### src/rtl/cam_pingpong_wr_ctrl.sv
// Camera-to-packet-RAM write controller: ping-pong banks filled at HDR_BYTES offset, plus send scheduling.
// Optional feature macro: SEQ_TAG_EN (per-send 16-bit sequence tag on send_seq).
module cam_pingpong_wr_ctrl #(
  parameter int DATA_W        = 8,
  parameter int ADDR_W        = 11,
  parameter int HDR_BYTES     = 50,
  parameter int PAYLOAD_BYTES = 1280,
  parameter int DROP_W        = 16
) (
  input  logic              clk,
  input  logic              reset,
  input  logic              pix_valid,
  input  logic [DATA_W-1:0] cam_data,
  input  logic              frame_done,
  input  logic              eth_finish,
  output logic              ram_wr_en,
  output logic              ram_wr_bank,
  output logic [ADDR_W-1:0] ram_addr,
  output logic [DATA_W-1:0] ram_din,
  output logic              send_req,
  output logic              send_bank,
  output logic              send_rom,
  output logic [15:0]       send_seq,
  output logic              overflow,
  output logic [DROP_W-1:0] drop_cnt
);
  typedef enum logic {W_FILL = 1'b0, W_STALL = 1'b1} wstate_e;
  typedef enum logic {S_IDLE = 1'b0, S_BUSY = 1'b1} sstate_e;

  localparam int                CNT_W    = $clog2(PAYLOAD_BYTES);
  localparam logic [CNT_W-1:0]  LAST_CNT = CNT_W'(PAYLOAD_BYTES - 1);
  localparam logic [ADDR_W-1:0] HDR_ADDR = ADDR_W'(HDR_BYTES);

  wstate_e           wstate_q, wstate_d;
  sstate_e           sstate_q, sstate_d;
  logic              wbank_q, wbank_d;
  logic [1:0]        full_q, full_d;
  logic [CNT_W-1:0]  cnt_q, cnt_d;
  logic              marker_q, marker_d;
  logic              stg_v_q, stg_v_d;
  logic              stg_bank_q, stg_bank_d;
  logic [ADDR_W-1:0] stg_addr_q, stg_addr_d;
  logic [DATA_W-1:0] stg_data_q, stg_data_d;
  logic              send_req_d, send_bank_d, send_rom_d, overflow_d;
  logic [DROP_W-1:0] drop_cnt_d;

  logic       fin_s, clr_mark_s, job_s, pick_rom_s, pick_bank_s;
  logic [1:0] clr_bank_s, full_free_s;

  // A finishing bank send frees its flag before any same-edge completion looks at it.
  assign fin_s       = (sstate_q == S_BUSY) && eth_finish;
  assign clr_mark_s  = fin_s && send_rom;
  assign clr_bank_s  = (fin_s && !send_rom) ? (send_bank ? 2'b10 : 2'b01) : 2'b00;
  assign full_free_s = full_q & ~clr_bank_s;
  assign job_s       = (sstate_q == S_IDLE) && ((full_q != 2'b00) || marker_q);
  assign pick_rom_s  = (full_q == 2'b00);
  assign pick_bank_s = (full_q == 2'b11) ? ~wbank_q : full_q[1];

  always_comb begin
    wstate_d   = wstate_q;
    sstate_d   = sstate_q;
    wbank_d    = wbank_q;
    full_d     = full_free_s;
    cnt_d      = cnt_q;
    stg_v_d    = 1'b0;
    stg_bank_d = stg_bank_q;
    stg_addr_d = stg_addr_q;
    stg_data_d = stg_data_q;
    overflow_d = overflow;
    drop_cnt_d = drop_cnt;
    send_req_d  = send_req;
    send_bank_d = send_bank;
    send_rom_d  = send_rom;

    if (clr_mark_s) marker_d = 1'b0;
    else if (frame_done) marker_d = 1'b1;
    else marker_d = marker_q;

    // frame_done discards the partial bank and swallows any same-cycle byte.
    if (frame_done) begin
      cnt_d = {CNT_W{1'b0}};
    end else if (pix_valid) begin
      case (wstate_q)
        W_FILL: begin
          stg_v_d    = 1'b1;
          stg_bank_d = wbank_q;
          stg_addr_d = HDR_ADDR + ADDR_W'(cnt_q);
          stg_data_d = cam_data;
          if (cnt_q == LAST_CNT) begin
            full_d[wbank_q] = 1'b1;
            cnt_d           = {CNT_W{1'b0}};
            wbank_d         = ~wbank_q;
            if (full_free_s[~wbank_q]) wstate_d = W_STALL;
            else wstate_d = W_FILL;
          end else begin
            cnt_d = cnt_q + CNT_W'(1);
          end
        end
        W_STALL: begin
          overflow_d = 1'b1;
          drop_cnt_d = (&drop_cnt) ? drop_cnt : drop_cnt + DROP_W'(1);
        end
        default: wstate_d = W_FILL;
      endcase
    end else begin
      cnt_d = cnt_q;
    end

    if (wstate_q == W_STALL && clr_bank_s[wbank_q]) wstate_d = W_FILL;
    else wstate_d = wstate_d;

    case (sstate_q)
      S_IDLE: begin
        if (job_s) begin
          sstate_d    = S_BUSY;
          send_req_d  = 1'b1;
          send_rom_d  = pick_rom_s;
          send_bank_d = pick_rom_s ? 1'b0 : pick_bank_s;
        end else begin
          sstate_d = S_IDLE;
        end
      end
      S_BUSY: begin
        if (eth_finish) begin
          sstate_d   = S_IDLE;
          send_req_d = 1'b0;
        end else begin
          sstate_d = S_BUSY;
        end
      end
      default: begin
        sstate_d   = S_IDLE;
        send_req_d = 1'b0;
      end
    endcase
  end

  always_ff @(posedge clk or posedge reset) begin
    if (reset) begin
      wstate_q    <= W_FILL;
      sstate_q    <= S_IDLE;
      wbank_q     <= 1'b0;
      full_q      <= 2'b00;
      cnt_q       <= {CNT_W{1'b0}};
      marker_q    <= 1'b0;
      stg_v_q     <= 1'b0;
      stg_bank_q  <= 1'b0;
      stg_addr_q  <= {ADDR_W{1'b0}};
      stg_data_q  <= {DATA_W{1'b0}};
      ram_wr_en   <= 1'b0;
      ram_wr_bank <= 1'b0;
      ram_addr    <= {ADDR_W{1'b0}};
      ram_din     <= {DATA_W{1'b0}};
      send_req    <= 1'b0;
      send_bank   <= 1'b0;
      send_rom    <= 1'b0;
      overflow    <= 1'b0;
      drop_cnt    <= {DROP_W{1'b0}};
    end else begin
      wstate_q    <= wstate_d;
      sstate_q    <= sstate_d;
      wbank_q     <= wbank_d;
      full_q      <= full_d;
      cnt_q       <= cnt_d;
      marker_q    <= marker_d;
      stg_v_q     <= stg_v_d;
      stg_bank_q  <= stg_bank_d;
      stg_addr_q  <= stg_addr_d;
      stg_data_q  <= stg_data_d;
      ram_wr_en   <= stg_v_q;
      ram_wr_bank <= stg_bank_q;
      ram_addr    <= stg_addr_q;
      ram_din     <= stg_data_q;
      send_req    <= send_req_d;
      send_bank   <= send_bank_d;
      send_rom    <= send_rom_d;
      overflow    <= overflow_d;
      drop_cnt    <= drop_cnt_d;
    end
  end

`ifdef SEQ_TAG_EN
  logic [15:0] seq_q;

  // Counts completed sends; the tag is latched as each new request is raised.
  always_ff @(posedge clk or posedge reset) begin
    if (reset) begin
      seq_q    <= 16'd0;
      send_seq <= 16'd0;
    end else begin
      if (fin_s) seq_q <= seq_q + 16'd1;
      if (job_s) send_seq <= seq_q;
    end
  end
`else
  assign send_seq = 16'd0;
`endif

endmodule
### config.mk
export PLATFORM = sky130hd
export DESIGN_NAME = cam_pingpong_wr_ctrl
export DESIGN_NICKNAME = d
export VERILOG_FILES = /design/src/rtl/cam_pingpong_wr_ctrl.sv
export SDC_FILE = /design/constraint.sdc
export NUM_CORES = 1
export LEC_CHECK = 0
export BUFFER_PORTS_ARGS = -buffer_cell sky130_fd_sc_hd__buf_4
export CAP_MARGIN = 10
export CORE_ASPECT_RATIO = 0.5
export CORE_UTILIZATION = 50
export DETAILED_ROUTE_END_ITERATION = 7
export PLACE_DENSITY_LB_ADDON = 0.2
export SLEW_MARGIN = 10
export SYNTH_ARGS = -nofsm -noshare
export SYNTH_HDL_FRONTEND = slang
export SYNTH_SLANG_ARGS = --single-unit
### constraint.sdc
create_clock -name clk -period 5.55 [get_ports clk]
set_input_delay 0.8325 -clock clk [delete_from_list [all_inputs] [get_ports clk]]
set_output_delay 0.8325 -clock clk [all_outputs]
set_load 0.005 [all_outputs]
==> qor.txt <==
Clk buf depth -> 2
VDD IR max -> 0.170 mV
Skew-Pair Late Insertion Delay -> 0.34 ns
Syn-to-layout area delta -> 22.2%
Fmax -> 0.420 GHz
Final Core Density -> 0.659
Flops & latches, synth -> 79
Antenna Nets Post-Route -> 0
Area of the die -> 0.00718 mm^2
Avg WL per Cell -> 14.8 um
Crit path capture type -> register
H-tree depth -> 3
Final HPWL DP -> 4490 um
Area of the mapped netlist -> 0.00341 mm^2
Switch share -> 0.221
Core area -> 0.00633 mm^2
Via/cell ratio -> 5.31
GRT Residual Overflow -> 0
Final hold violation count -> 0
Unrepaired setup endpoints after global routing -> false
CTS root buf -> clkbuf_16
Hold WS -> 0.355 ns
Post-synthesis mux area share -> 0.0125
R2R cell count -> 5
Worst hold path cell count -> 0
Fin crit share -> 0.429
Fill cells -> 490
Initial DRT Pass Iterations -> 4
Final wirelength -> 6960 um
Hold Crit Class -> register to register
Hold endpoint -> ram_wr_en$_DFF_PP0_
Most frequent cell after synthesis -> dfrtp_1
GRT Total Usage -> 0.214
Post-synthesis compound-gate area fraction -> 0.0824
Initial Utilization -> 0.539
Pint -> 1.13 mW
Final setup fails -> 0
Setup_tns -> 0 ns
Main area contributors after synthesis -> dfrtp_1 58%, nand2_1 6.9%, xor2_1 3.8%, buf_4 3.5%, o21ai_0 2.5%
FFs w/ async S/R, synth -> 1.00
Post-Synth Adder-Cell Area -> 0.0110
Clock slew at reported path FFs -> 0.06 ns
Vias in the first global route -> 2467
Post-DP Area -> 0.00383 mm^2
Hold_sp -> stg_v_q$_DFF_PP0_
PostCTS Resize Cnt -> 0
Chip height -> 60.4 um
Residual DRC -> 0
Sw Pwr -> 0.321 mW
Largest family of logic cells by synthesized area -> simple AND/OR/NAND/NOR gates
RePlAce Congestion -> 0.833
Status -> finished, final reports clean
Comb pwr share -> 0.081
Buffer count from post-CTS setup fixing -> 0
Fraction of synthesized cell area in xor and xnor cells -> 0.0638
Slew margin rel. -> 0.503
Type of the worst setup path -> input pin to register
Syn_area_per_cell -> 10.6 um^2
Number of diodes -> 0
Top FF cell, synth -> dfrtp_1
Critical path required time -> 5.77 ns
Synth Area in Simple Gates -> 0.197
Cells after Synth -> 322
Flop-to-flop setup slack -> 3.46 ns
I/O Pins -> 70
Reg power frac -> 0.452
Post-synth top cells -> 79 x dfrtp_1, 63 x nand2_1, 17 x o21ai_0
Max_cap viols -> 0
Multi-input logic area -> 0.00131 mm^2
Synth area leader -> dfrtp_1
Cell variety after synth -> 44
Register area -> 0.00198 mm^2
Worst-path maximum fanout -> 32
Violation count after the first detailed-routing iteration -> 180
Sequential share of the synthesized area -> 0.579
CTS sink count -> 79
First-pass GRT wire length -> 11500 um
Post-route setup slack -> 3.17 ns
Synth Warn # -> 0
Clock Skews -> 0.00790 ns
Fin crit period -> 2.38 ns
Hold-fix buffers at CTS -> 0
Cell Pwr Density -> 348 mW/mm^2
R2R Path End -> cnt_q[9]$_DFFE_PP0P_
Layout cell share with drive strength beyond 1 -> 0.213
Largest net degree at the start of global routing -> 62
Dpl ws -> 2.82 ns
Final #Nets -> 392
Final Instance Area -> 0.00417 mm^2
Top-area cell type share of the netlist area -> 0.579
TritonCTS clock tree -> yes
Std-Cell Rows -> 20
Leakage -> 2.08 nW
RR Startpoint -> wstate_q$_DFFE_PP0P_
CTS buffer count -> 9
Least-Margin Pin Slew -> 0.745 ns
Vias -> 2489
EDFF count, synth -> 0
CP arrival -> 2.60 ns
Max Slew Vio Count -> 0
Initial antenna violation count -> 0
Clock share of power -> 0.467
Buffers on Ports -> 53
Die W -> 119 um
Startpoint Class -> input pin
cell type report:
cell class | count | area share
Timing Repair Buffer | 54 | 0.0972
Sequential cell | 79 | 0.474
Multi-Input combinational cell | 226 | 0.314
Inverter | 6 | 0.00540
Clock buffer | 11 | 0.0582
Tap cell | 88 | 0.0264
Clock inverter | 5 | 0.0249
power groups by stage:
stage          clock, mW  combinational (mW)  sequential (mW)
6_report           0.678               0.118            0.657
5_1_grt            0.717               0.133            0.661
4_1_cts            0.688               0.120            0.656
3_5_place_dp           0               0.118            0.665
3_3_place_gp           0               0.115            0.663
2_1_floorplan          0              0.0781            0.653
stage by stage:
step | cells | power (mW)
6_report | 469 | 1.45
5_1_grt | 469 | 1.51
4_1_cts | 469 | 1.46
3_5_place_dp | 453 | 0.783
3_3_place_gp | 453 | 0.778
2_1_floorplan | 337 | 0.731
logic make-up after synthesis:
kind of cell / Yosys count
fa+ha+maj: 3
xor+xnor: 24
mux: 4
compound gates: 41
flops: 79
simple gates: 138
other cells: 1
buf+inv: 32
metal layers:
metal  GRT usage  share of wire  up-vias
li1            -              -     1185
met1       0.256           0.45     1215
met2       0.374           0.49       80
met3      0.0658          0.051        9
met4      0.0922          0.011        0
met5           0              0        -
worst max path at each step:
stage | startpoint | to | slack [ns]
2_1_floorplan | reset | cnt_q[0]$_DFFE_PP0P_ | 2.69
3_3_place_gp | pix_valid | cnt_q[3]$_DFFE_PP0P_ | 2.86
3_5_place_dp | pix_valid | cnt_q[3]$_DFFE_PP0P_ | 2.82
4_1_cts | pix_valid | cnt_q[3]$_DFFE_PP0P_ | 3.16
5_1_grt | pix_valid | cnt_q[3]$_DFFE_PP0P_ | 3.01
6_report | pix_valid | cnt_q[3]$_DFFE_PP0P_ | 3.17
worst max-delay path, stage by stage:
cell,delay [ns]
buf_4,0.12
or3b_4,0.44
clkinv_1,0.58
o31ai_4,0.29
nor2_1,0.09
a211o_1,0.23
layout by cell type (no fill, tap or decap), types with 5 or more instances in the layout:
cell type,netlist,layout
dfrtp_1,79,79
xnor2_1,8,8
xor2_1,15,15
clkbuf_16,0,9
nand4_1,7,7
o21ai_0,17,17
buf_4,16,54
conb_1,1,16
nand2_1,63,63
nor2_1,15,15
nor4_1,5,5
nor3_1,11,11
nand3_1,14,14
flip-flops by register name (all words and copies together) (netlist names):
register and flops:
cnt_q 11, drop_cnt 16, full_q 2, marker_q 1, overflow 1, ram_addr 11
ram_din 8, ram_wr_bank 1, ram_wr_en 1, send_bank 1, send_req 1, send_rom 1
sstate_q 1, stg_addr_q 11, stg_bank_q 1, stg_data_q 8, stg_v_q 1, wbank_q 1
wstate_q 1
Power figures use the tool's default switching activity.
